[config.mk]
export PLATFORM = sky130hd
export DESIGN_NAME = instr_loader
export DESIGN_NICKNAME = d
export VERILOG_FILES = /design/src/rtl/instr_loader_pkg.sv /design/src/rtl/instr_loader.sv
export SDC_FILE = /design/constraint.sdc
export NUM_CORES = 1
export LEC_CHECK = 0
export ABC_AREA = 1
export BUFFER_PORTS_ARGS = -buffer_cell sky130_fd_sc_hd__buf_2
export CAP_MARGIN = 20
export CELL_PAD_IN_SITES_DETAIL_PLACEMENT = 2
export CELL_PAD_IN_SITES_GLOBAL_PLACEMENT = 2
export CORE_ASPECT_RATIO = 0.5
export CORE_UTILIZATION = 27
export CTS_CLUSTER_DIAMETER = 80
export DETAILED_ROUTE_END_ITERATION = 8
export PLACE_DENSITY_LB_ADDON = 0.1
export SKIP_CTS_REPAIR_TIMING = 1
export SLEW_MARGIN = 20
export SYNTH_ARGS = -nofsm -noshare
export SYNTH_HDL_FRONTEND = slang
export SYNTH_SLANG_ARGS = --single-unit
[constraint.sdc]
create_clock -name clk -period 1.37 [get_ports clk]
set_input_delay 0.137 -clock clk [delete_from_list [all_inputs] [get_ports clk]]
set_output_delay 0.137 -clock clk [all_outputs]
set_load 0.1 [all_outputs]
[src/rtl/instr_loader_pkg.sv]
// Shared definitions for the serial instruction loader: FSM state encoding,
// default frame marker and the byte order used to lay words into memory.
// Optional feature macro: INSTR_LOADER_CHECKSUM_EN adds the CHECK state.
package instr_loader_pkg;

    // Default frame start marker.
    localparam logic [7:0] SYNC_BYTE_DEFAULT = 8'hA5;

    // Words land big-endian: address 4w holds bits 31:24 of word w.
    localparam bit BYTE_ORDER_BIG_ENDIAN = 1'b1;

    // Loader FSM states; CHECK exists only when the checksum trailer is enabled.
    typedef enum logic [2:0] {
        ST_IDLE  = 3'd0,
        ST_LEN   = 3'd1,
        ST_LOAD  = 3'd2,
`ifdef INSTR_LOADER_CHECKSUM_EN
        ST_CHECK = 3'd3,
`endif
        ST_DONE  = 3'd4,
        ST_ERR   = 3'd5
    } state_t;

    // Map the k-th payload byte of the stream onto its memory byte address.
    function automatic logic [7:0] byte_addr(input logic [7:0] k);
        if (BYTE_ORDER_BIG_ENDIAN) begin
            return k;
        end
        return {k[7:2], ~k[1:0]};
    endfunction

endpackage

[src/rtl/instr_loader.sv]
// Serial instruction loader: receives SYNC, LEN (word count), payload bytes
// and, optionally, an 8-bit checksum trailer from a valid/ready byte stream,
// writing the payload byte-wise into an external instruction memory.
// Optional feature macro: INSTR_LOADER_CHECKSUM_EN (checksum byte + CHECK state).
module instr_loader
    import instr_loader_pkg::*;
#(
    parameter int         MEM_BYTES = 44,
    parameter logic [7:0] SYNC_BYTE = SYNC_BYTE_DEFAULT
) (
    input  logic       clk,
    input  logic       rst,
    input  logic       in_valid,
    input  logic [7:0] in_data,
    output logic       in_ready,
    output logic       mem_we,
    output logic [7:0] mem_addr,
    output logic [7:0] mem_wdata,
    output logic       core_run,
    output logic       load_err,
    output logic [3:0] words_loaded
);

    // Largest word count that still fits the memory; keeps addresses in range.
    localparam logic [8:0] MAX_WORDS = 9'(MEM_BYTES / 4);

    state_t     r_state;
    state_t     w_state_next;
    logic       w_accept;
    logic       w_len_ok;
    logic       w_last_byte;
    logic [7:0] r_last_idx;
    logic [7:0] r_byte_cnt;
    logic       r_mem_we;
    logic [7:0] r_mem_addr;
    logic [7:0] r_mem_wdata;
    logic [3:0] r_words;
`ifdef INSTR_LOADER_CHECKSUM_EN
    logic [7:0] r_csum;
`endif

    assign w_accept    = in_valid && in_ready;
    assign w_len_ok    = (in_data != 8'd0) && ({1'b0, in_data} <= MAX_WORDS);
    assign w_last_byte = (r_byte_cnt == r_last_idx);

    assign mem_we       = r_mem_we;
    assign mem_addr     = r_mem_addr;
    assign mem_wdata    = r_mem_wdata;
    assign words_loaded = r_words;

    // Status outputs decoded from state alone.
    always_comb begin
        in_ready = 1'b0;
        core_run = 1'b0;
        load_err = 1'b0;
        case (r_state)
            ST_IDLE, ST_LEN, ST_LOAD: in_ready = 1'b1;
`ifdef INSTR_LOADER_CHECKSUM_EN
            ST_CHECK:                 in_ready = 1'b1;
`endif
            ST_DONE:                  core_run = 1'b1;
            ST_ERR:                   load_err = 1'b1;
            default:                  in_ready = 1'b0;
        endcase
    end

    // Next-state logic; every transition is gated on an accepted byte.
    always_comb begin
        w_state_next = r_state;
        case (r_state)
            ST_IDLE: begin
                if (w_accept && (in_data == SYNC_BYTE)) begin
                    w_state_next = ST_LEN;
                end
            end
            ST_LEN: begin
                if (w_accept) begin
                    w_state_next = w_len_ok ? ST_LOAD : ST_ERR;
                end
            end
            ST_LOAD: begin
                if (w_accept && w_last_byte) begin
`ifdef INSTR_LOADER_CHECKSUM_EN
                    w_state_next = ST_CHECK;
`else
                    w_state_next = ST_DONE;
`endif
                end
            end
`ifdef INSTR_LOADER_CHECKSUM_EN
            ST_CHECK: begin
                if (w_accept) begin
                    w_state_next = (in_data == r_csum) ? ST_DONE : ST_ERR;
                end
            end
`endif
            default: w_state_next = r_state;
        endcase
    end

    // State register; reset wins over any handshake in the same cycle.
    always_ff @(posedge clk) begin
        if (rst) begin
            r_state <= ST_IDLE;
        end else begin
            r_state <= w_state_next;
        end
    end

    // Byte counter, registered memory write port, word count and checksum.
    always_ff @(posedge clk) begin
        if (rst) begin
            r_last_idx  <= 8'd0;
            r_byte_cnt  <= 8'd0;
            r_mem_we    <= 1'b0;
            r_mem_addr  <= 8'd0;
            r_mem_wdata <= 8'd0;
            r_words     <= 4'd0;
`ifdef INSTR_LOADER_CHECKSUM_EN
            r_csum      <= 8'd0;
`endif
        end else begin
            r_mem_we <= 1'b0;
            if (w_accept && (r_state == ST_LEN) && w_len_ok) begin
                // Index of the final payload byte, 4N-1 (N <= 63 by the bound).
                r_last_idx <= {in_data[5:0], 2'b00} - 8'd1;
                r_byte_cnt <= 8'd0;
`ifdef INSTR_LOADER_CHECKSUM_EN
                r_csum     <= 8'd0;
`endif
            end
            if (w_accept && (r_state == ST_LOAD)) begin
                r_mem_we    <= 1'b1;
                r_mem_addr  <= byte_addr(r_byte_cnt);
                r_mem_wdata <= in_data;
                r_byte_cnt  <= r_byte_cnt + 8'd1;
                if (r_byte_cnt[1:0] == 2'b11) begin
                    r_words <= r_words + 4'd1;
                end
`ifdef INSTR_LOADER_CHECKSUM_EN
                r_csum <= r_csum + in_data;
`endif
            end
        end
    end

endmodule

* Yosys cells after proc, flatten, opt, wreduce, memory -nomap -nowiden
Index checks and enable logic that the tools add are counted.
** Storage, ports and cells
- RAM bits :: 0
- Bits in latches :: 0
- ROM bits :: 0
- Output and inout bits :: 24
- Flip-flop bits (word level) :: 40
- Input bits :: 11
- Word-level logic and storage cells :: 50
- Memories :: 0
** Cells by class
- Reductions and logical operators :: 14
- Shift operators :: 0
- Magnitude comparators :: 1
- Equal/unequal tests :: 10
- Add/subtract/negate cells :: 3
- Mux-type cells :: 14
- Bitwise gates (word level) :: 1
- Div/mod/pow operators :: 0
- $mul :: 0
** Operators with widths (count)
- $mux 8 :: 2
- $mux 3 :: 4
- $pmux 3 s3 :: 1
- $add 8x1->8 const B :: 1
- $eq 8x8->1 :: 1
- $eq 8x8->1 const B :: 1
- $le 8x4->1 const B :: 1
- $reduce_bool 8->1 :: 1
- $sub 8x1->8 const B :: 1
- $logic_and 1x1->1 :: 7
- $eq 3x3->1 const B :: 2
- $mux 1 :: 6
- $ne 2x2->1 const B :: 3
- $add 4x1->4 const B :: 1
- $reduce_and 4->1 :: 1
- $eq 3x1->1 const B :: 1
- $eq 3x2->1 const B :: 1
- $logic_not 3->1 :: 1
- $reduce_bool 3->1 :: 1
- $reduce_or 3->1 :: 1
- $eq 2x2->1 const B :: 1
- $mux 2 :: 1
- $not 2->2 :: 1
- $reduce_and 2->1 :: 1
- $reduce_bool 2->1 :: 1

* Longest topological paths before layout
Gate-level depths: netlist of run 1.
- Word-level depth :: 8
- Gate-level depth with buffers :: 10
- Depth with buffers taken out :: 10

* Worst setup path before layout of run 1
No wires, ideal clock.
- Kind :: register to output
- Start point :: register r_state[2]
- End point :: output core_run
- Path buffers :: 0
- Cell stages (with the launch flop) :: 3
- Data required time :: 1.233 ns
- Setup slack :: -1.245 ns
- Arrival time :: 2.478 ns
- Cell sequence :: dfxtp_1 > inv_1 > nor3_1
** On the way
- Longest elaborated chain between the ends :: 2
** RTL lines
- start: declaration :: RTL line instr_loader.sv:27 : state_t r_state;
- start signal: assignment :: RTL line instr_loader.sv:106 : r_state <= w_state_next;
- $eq 3x3->1 :: RTL line instr_loader.sv:56 : case (r_state)
- $mux 1 :: RTL line instr_loader.sv:56
- end: declaration :: RTL line instr_loader.sv:19 : output logic core_run,
No other way between the ends.

* Worst setup path in the final report of run 1
- Start point :: register r_state[2]
- End point :: output in_ready
** On the way
- Longest elaborated chain between the ends :: 3
- Elaborated cells between the ends (all ways) :: 5
- Those cells by class :: 2 x eq/ne; 1 x mux; 2 x reduce/logical
** RTL lines
- $eq 3x1->1 (tied with other cells) :: RTL line instr_loader.sv:56
- $reduce_or 3->1 * :: RTL line instr_loader.sv:56
- $mux 1 * :: RTL line instr_loader.sv:56
- end: declaration :: RTL line instr_loader.sv:15 : output logic in_ready,
Mark *: on every way between the ends. The rest lies on a longest branch, timed or not.

==> key figures, run 1 <==
Outcome
  • Status: finished clean

STA
  • Final min period: about 1.4 ns
  • Headroom to the max-slew limit: 0.677
  • Transition time at the pin with the least slew margin: 0.488 ns
  • Max Transition Viols Final: 0
  • Fin. Hold Viols: 0
  • Setup TNS after final layout: 0 ns
  • RSZ-0062 raised after global routing: true
  • Final setup violating endpoints: 0
  • Max Clk Rate: roughly 730 MHz
  • Share of the clock period used by the worst path: 0.997
  • Largest clock skew in the final design: 0.00423 ns

Critical path
  • Maximum fanout along the worst path: 3
  • Required time worst endpoint: ~1.2 ns
  • Start-to-end type of the worst setup path: reg2out
  • CP endpoint kind: primary output
  • Startpoint class of the critical path: flip-flop
  • Critical path arrival: ~1.2 ns

Clocking
  • Clock-pin transition on the worst setup and hold timing paths: 0.06 ns
  • Number of buffers created by CTS: 5
  • Cell chosen for the clock root: clkbuf_16
  • Clock sink total: 39
  • Clock Path Buffers: 2
  • CTS tree: built
  • Number of levels the H-tree was split into: 2
  • Clock latency on the worst-skew pair: around 0.29 ns

Final layout
  • Area delta synth->final: 45.4%
  • Post-route cell area: 2740 um^2
  • Final Instance Count excl. Fillers: around 420
  • Share of layout cells above drive strength 1: 0.394
  • Count of inserted antenna diode cells: 0
  • Final #Nets: approximately 340

Placement
  • HPWL reported at the end of detailed placement: 4.69 mm
  • GP Congestion: around 0.72
  • Number of cells after detailed placement: 405
  • Number of port buffers: 34
  • Post-Place Cell Area: 2420 um^2

Global route
  • Largest net degree at the start of global routing: 29
  • First-pass GRT wire length: approximately 10 mm
  • Antenna violations before repair: 0
  • Overflow left after global routing: 0
  • Number of global-route vias before repair: about 2,000
  • Total GRT Usage: 0.183

Floorplanning
  • DIE AREA: between 7000 and 8000 um^2
  • Initial Util: 0.281
  • Placeable Area: around 6700 um^2
  • Horizontal die dimension: roughly 120 um
  • Number of top-level pins: 35
  • Die Span Y: around 61 um
  • Core Rows: 21

Logic synthesis
  • Unique cell type count in the Yosys netlist: 29
  • Post-synthesis area per instance: roughly 7.3 um^2
  • Synth area leaders: dfxtp_1 41%, nand2_1 9.0%, a21oi_1 6.6%
  • Cell count after synthesis: around 260
  • Post-synthesis sequential area ratio: 0.415
  • Total of flip-flops plus latches after synthesis: 39
  • Synth Net Count: about 270
  • Synthesized area: ~1900 um^2
  • Most area-hungry cell type in the Yosys netlist: dfxtp_1
  • Count of yosys warnings during synthesis: 0
  • Area fraction of the dominant cell type after synthesis: 0.415

Pwr
  • Pwr/cell area: ~1500 nW/um^2
  • Peak supply drop: between 600 and 700 uV
  • Static leakage: 1.19 nW
  • Power, Total: approximately 4.1 mW

Route
  • First DRT Iteration DRCs: 29
  • Routed via count divided by cell count: between 4 and 5
  • Remaining number of nets flagged by the antenna check after routing: 0
  • Number of remaining DRC errors: 0
  • Total via count in the routed design: roughly 2,000
  • Routed WL per cell: 15.6 um
  • Drt pass-1 iters: 4
  • Drt total wl: 6.49 mm

Hold path
  • Class of the worst hold path: in2reg

Job
  • Total of max-cap violations: 0
## routing by layer
metal	track usage	vias to the layer above	share of wire
li1	-	985	-
met1	0.229	973	0.47
met2	0.323	32	0.48
met3	0.0463	7	0.042
met4	0.0482	0	0.011
met5	0	-	0
## worst paths after layout
kind         slack [ns]  depth (start not counted)          start             to
min reg2reg        0.48                          2  r_last_idx[7]  r_last_idx[7]
max               0.004                          6     r_state[2]       in_ready
min                0.15                          3     in_data[6]   mem_wdata[6]
max reg2reg        0.01                          6     r_state[1]  r_byte_cnt[5]
## Yosys cell counts, drive strengths merged
library cell	n
nand2	47
dfxtp	39
nor2	33
a21oi	32
o21ai	28
inv	27
nand3	20
buf	5
ha	5
nand4	4
nor3	4
xor2	4
clkbuf	3
a21boi	2
a211oi	1
a31oi	1
nand3b	1
or2	1
xnor2	1
## state kept, by name, indices dropped and copies added, names as in the netlist
register      count
mem_addr          8
mem_wdata         8
r_byte_cnt        8
r_last_idx        7
words_loaded      4
r_state           3
mem_we            1
## cell type report
type | count | area [um^2]
repair buffers | 69 | 502
clock buffers | 6 | 129
inverters | 27 | 109
well taps | 92 | 115
flip-flops and latches | 39 | 797
fillers | 771 | 3960
multi-input cells | 184 | 1090
## critical path, stage by stage (launching register included)
cell and delay (ns):
dfxtp_2 0.34, inv_4 0.07, buf_6 0.12, nand2_4 0.06, buf_6 0.13, nand2_4 0.06, buf_12 0.16
## cells in the final DEF, fill, tap and decap left out, types with 5 or more instances in the layout
master / count
nand2_2: 5
nor2_1: 26
nand2_1: 38
buf_4: 31
a21oi_2: 7
o21ai_0: 9
clkbuf_16: 5
inv_1: 19
inv_2: 5
nand3_1: 14
dfxtp_1: 30
o21ai_1: 16
a21oi_1: 25
buf_2: 31
dfxtp_2: 7
nand3_2: 5
## through the flow
stage	utilization	hold WS, ns	worst slack, ns
after CTS	0.381	0.154	-0.125
after floorplan	-	0.221	-0.00606
after detailed placement	0.361	0.453	-0.176
after global routing	0.409	0.192	-0.0830
after global placement	0.361	0.426	-0.0939
final	0.409	0.155	0.00357
## kinds of logic after synthesis
group                    share of synthesized area
buffers and inverters                       0.0791
AND/OR/NAND/NOR                              0.258
flip-flops                                   0.415
XOR/XNOR                                    0.0233
AO/OA/AOI/OAI                                0.191
adder cells (fa/ha/maj)                     0.0332
## power by group
group,internal (mW),switching [mW],leakage [nW],total [mW]
Clock,0.656,0.464,0.0628,1.12
Combinational,0.431,1.24,0.808,1.67
Sequential,1.26,0.0734,0.320,1.33
Total,2.34,1.78,1.19,4.12
(Power assumes the default switching activity.)
==> inputs of run 2 (changes only) <==
--- a/config.mk
+++ b/config.mk
@@ -14,6 +14,7 @@
 export CORE_UTILIZATION = 27
 export CTS_CLUSTER_DIAMETER = 80
 export DETAILED_ROUTE_END_ITERATION = 8
+export MAX_ROUTING_LAYER = met4
 export PLACE_DENSITY_LB_ADDON = 0.1
 export SKIP_CTS_REPAIR_TIMING = 1
 export SLEW_MARGIN = 20
==> key figures, run 2 (synthesized netlist as in run 1, its figures left out) <==
Outcome
  • Status: finished clean (unchanged)

Critical path
  • FF-to-FF Start: r_state[1] (unchanged)
  • Reg-to-reg slack, setup: 0.01 ns (about the same)
  • Maximum fanout along the worst path: 3 (unchanged)
  • Critical Path End: in_ready (unchanged)
  • Startpoint class of the critical path: flip-flop (unchanged)
  • Depth of the worst register-to-register path: 6 (unchanged)
  • Start-to-end type of the worst setup path: reg2out (unchanged)
  • Launch point of the critical path: r_state[2] (unchanged)
  • Required time worst endpoint: 1.23 ns (about the same)
  • CP endpoint kind: primary output (unchanged)
  • Critical path arrival: 1.23 ns (about the same)
  • R2R Path End: r_byte_cnt[5] (unchanged)

STA
  • Worst hold margin: 0.153 ns (was 0.155 ns)
  • Transition time at the pin with the least slew margin: 0.488 ns (about the same)
  • RSZ-0062 raised after global routing: true (unchanged)
  • Headroom to the max-slew limit: 0.677 (unchanged)
  • Fin. Hold Viols: 0 (unchanged)
  • Largest clock skew in the final design: 0.00393 ns (was 0.00423 ns)
  • Setup TNS after final layout: 0 ns (unchanged)
  • Max Transition Viols Final: 0 (unchanged)
  • Share of the clock period used by the worst path: 1.00 (was 0.997)
  • Final min period: 1.37 ns (about the same)
  • Final setup violating endpoints: 0 (unchanged)
  • Max Clk Rate: 730 MHz (was 732 MHz)

Route
  • Drt total wl: 6.50 mm (was 6.49 mm)
  • Remaining number of nets flagged by the antenna check after routing: 0 (unchanged)
  • Routed WL per cell: 15.6 um (about the same)
  • Drt pass-1 iters: 4 (unchanged)
  • Number of remaining DRC errors: 0 (unchanged)
  • Total via count in the routed design: 1,996 (was 1,997)
  • First DRT Iteration DRCs: 34 (was 29)
  • Routed via count divided by cell count: 4.79 (about the same)

Clocking
  • Clock sink total: 39 (unchanged)
  • Clock latency on the worst-skew pair: 0.29 ns (about the same)
  • Number of buffers created by CTS: 5 (unchanged)
  • Number of levels the H-tree was split into: 2 (unchanged)
  • Clock-pin transition on the worst setup and hold timing paths: 0.06 ns (about the same)
  • CTS tree: built (unchanged)
  • Cell chosen for the clock root: clkbuf_16 (unchanged)
  • Clock Path Buffers: 2 (unchanged)

Final layout
  • Count of inserted antenna diode cells: 0 (unchanged)
  • Share of layout cells above drive strength 1: 0.394 (unchanged)
  • Final #Nets: 342 (unchanged)
  • Final core utilization: 0.409 (unchanged)
  • Post-route cell area: 2740 um^2 (unchanged)
  • Commonest cells after routing, fill and taps aside: 38 x nand2_1, 31 x buf_2, 31 x buf_4, 30 x dfxtp_1, 26 x nor2_1 (unchanged)
  • Fillers: 771 (unchanged)
  • Area delta synth->final: 45.4% (unchanged)
  • Leading cell type in the layout, fill and taps excluded: nand2_1 (unchanged)

Placement
  • Number of port buffers: 34 (unchanged)
  • HPWL reported at the end of detailed placement: 4.69 mm (unchanged)
  • GP Congestion: 0.734 (was 0.725)
  • Post-Place Cell Area: 2420 um^2 (unchanged)

Job
  • Total of max-cap violations: 0 (unchanged)

Global route
  • First-pass GRT wire length: 10.0 mm (about the same)
  • Largest net degree at the start of global routing: 29 (unchanged)
  • Overflow left after global routing: 0 (unchanged)
  • Antenna violations before repair: 0 (unchanged)
  • Number of global-route vias before repair: 2,024 (was 2,030)
  • Total GRT Usage: 0.190 (was 0.183)

Hold path
  • Class of the worst hold path: in2reg (unchanged)

Pwr
  • Peak supply drop: 678 uV (was 677 uV)
  • Pwr/cell area: 1510 nW/um^2 (was 1500 nW/um^2)
  • Static leakage: 1.19 nW (unchanged)

Floorplanning
  • Horizontal die dimension: 120 um (unchanged)
  • Initial Util: 0.281 (unchanged)
  • Die Span Y: 61.1 um (unchanged)
  • Core Rows: 21 (unchanged)
  • Placeable Area: 6700 um^2 (unchanged)
  • Number of top-level pins: 35 (unchanged)
  • DIE AREA: 7330 um^2 (unchanged)
[run 2: worst min path at each step]
stage                    start      endpoint  slack (ns)  cells past startpoint
finish              in_data[6]  mem_wdata[6]        0.15                      3
global route        in_data[7]  mem_wdata[7]        0.19                      3
detailed placement  in_data[6]  mem_wdata[6]        0.45                      3
global placement    in_data[6]  mem_wdata[6]        0.43                      3
floorplan                  rst        mem_we        0.22                      1
CTS                 in_data[6]  mem_wdata[6]        0.15                      3
[run 2: stage by stage]
stage / cells / power, mW / setup WS, ns
final: 417 / 4.12 / 0.000463
after floorplan: 258 / 2.49 / -0.00606
after global placement: 405 / 2.86 / -0.0939
after global routing: 417 / 4.31 / -0.0815
after CTS: 411 / 4.04 / -0.125
after detailed placement: 405 / 2.90 / -0.176
[run 2: final cells by class]
cell class              instances  area (um^2)  share of cell area
clock buffers                   6          129              0.0471
inverters                      27          109              0.0397
multi-input cells             184         1090               0.397
flip-flops and latches         39          797               0.291
well taps                      92          115              0.0420
repair buffers                 69          502               0.183
[run 2: critical path, stage by stage, from the launching register on]
cell and delay (ns):
dfxtp_2 0.33, inv_4 0.07, buf_6 0.12, nand2_4 0.06, buf_6 0.13, nand2_4 0.06, buf_12 0.16
[run 2: power breakdown]
| group | leakage (nW) | internal [mW] | switching [mW] | total, mW |
|---|---|---|---|---|
| logic | 0.808 | 0.432 | 1.24 | 1.67 |
| clock network | 0.0628 | 0.656 | 0.466 | 1.12 |
| registers | 0.320 | 1.26 | 0.0735 | 1.33 |
| total | 1.19 | 2.34 | 1.78 | 4.12 |
[run 2: metal layers]
layer,share of wire,global-route usage
met2,0.47,0.323
met4,0.011,0.0482
met5,0,-
met3,0.038,0.0463
met1,0.48,0.230
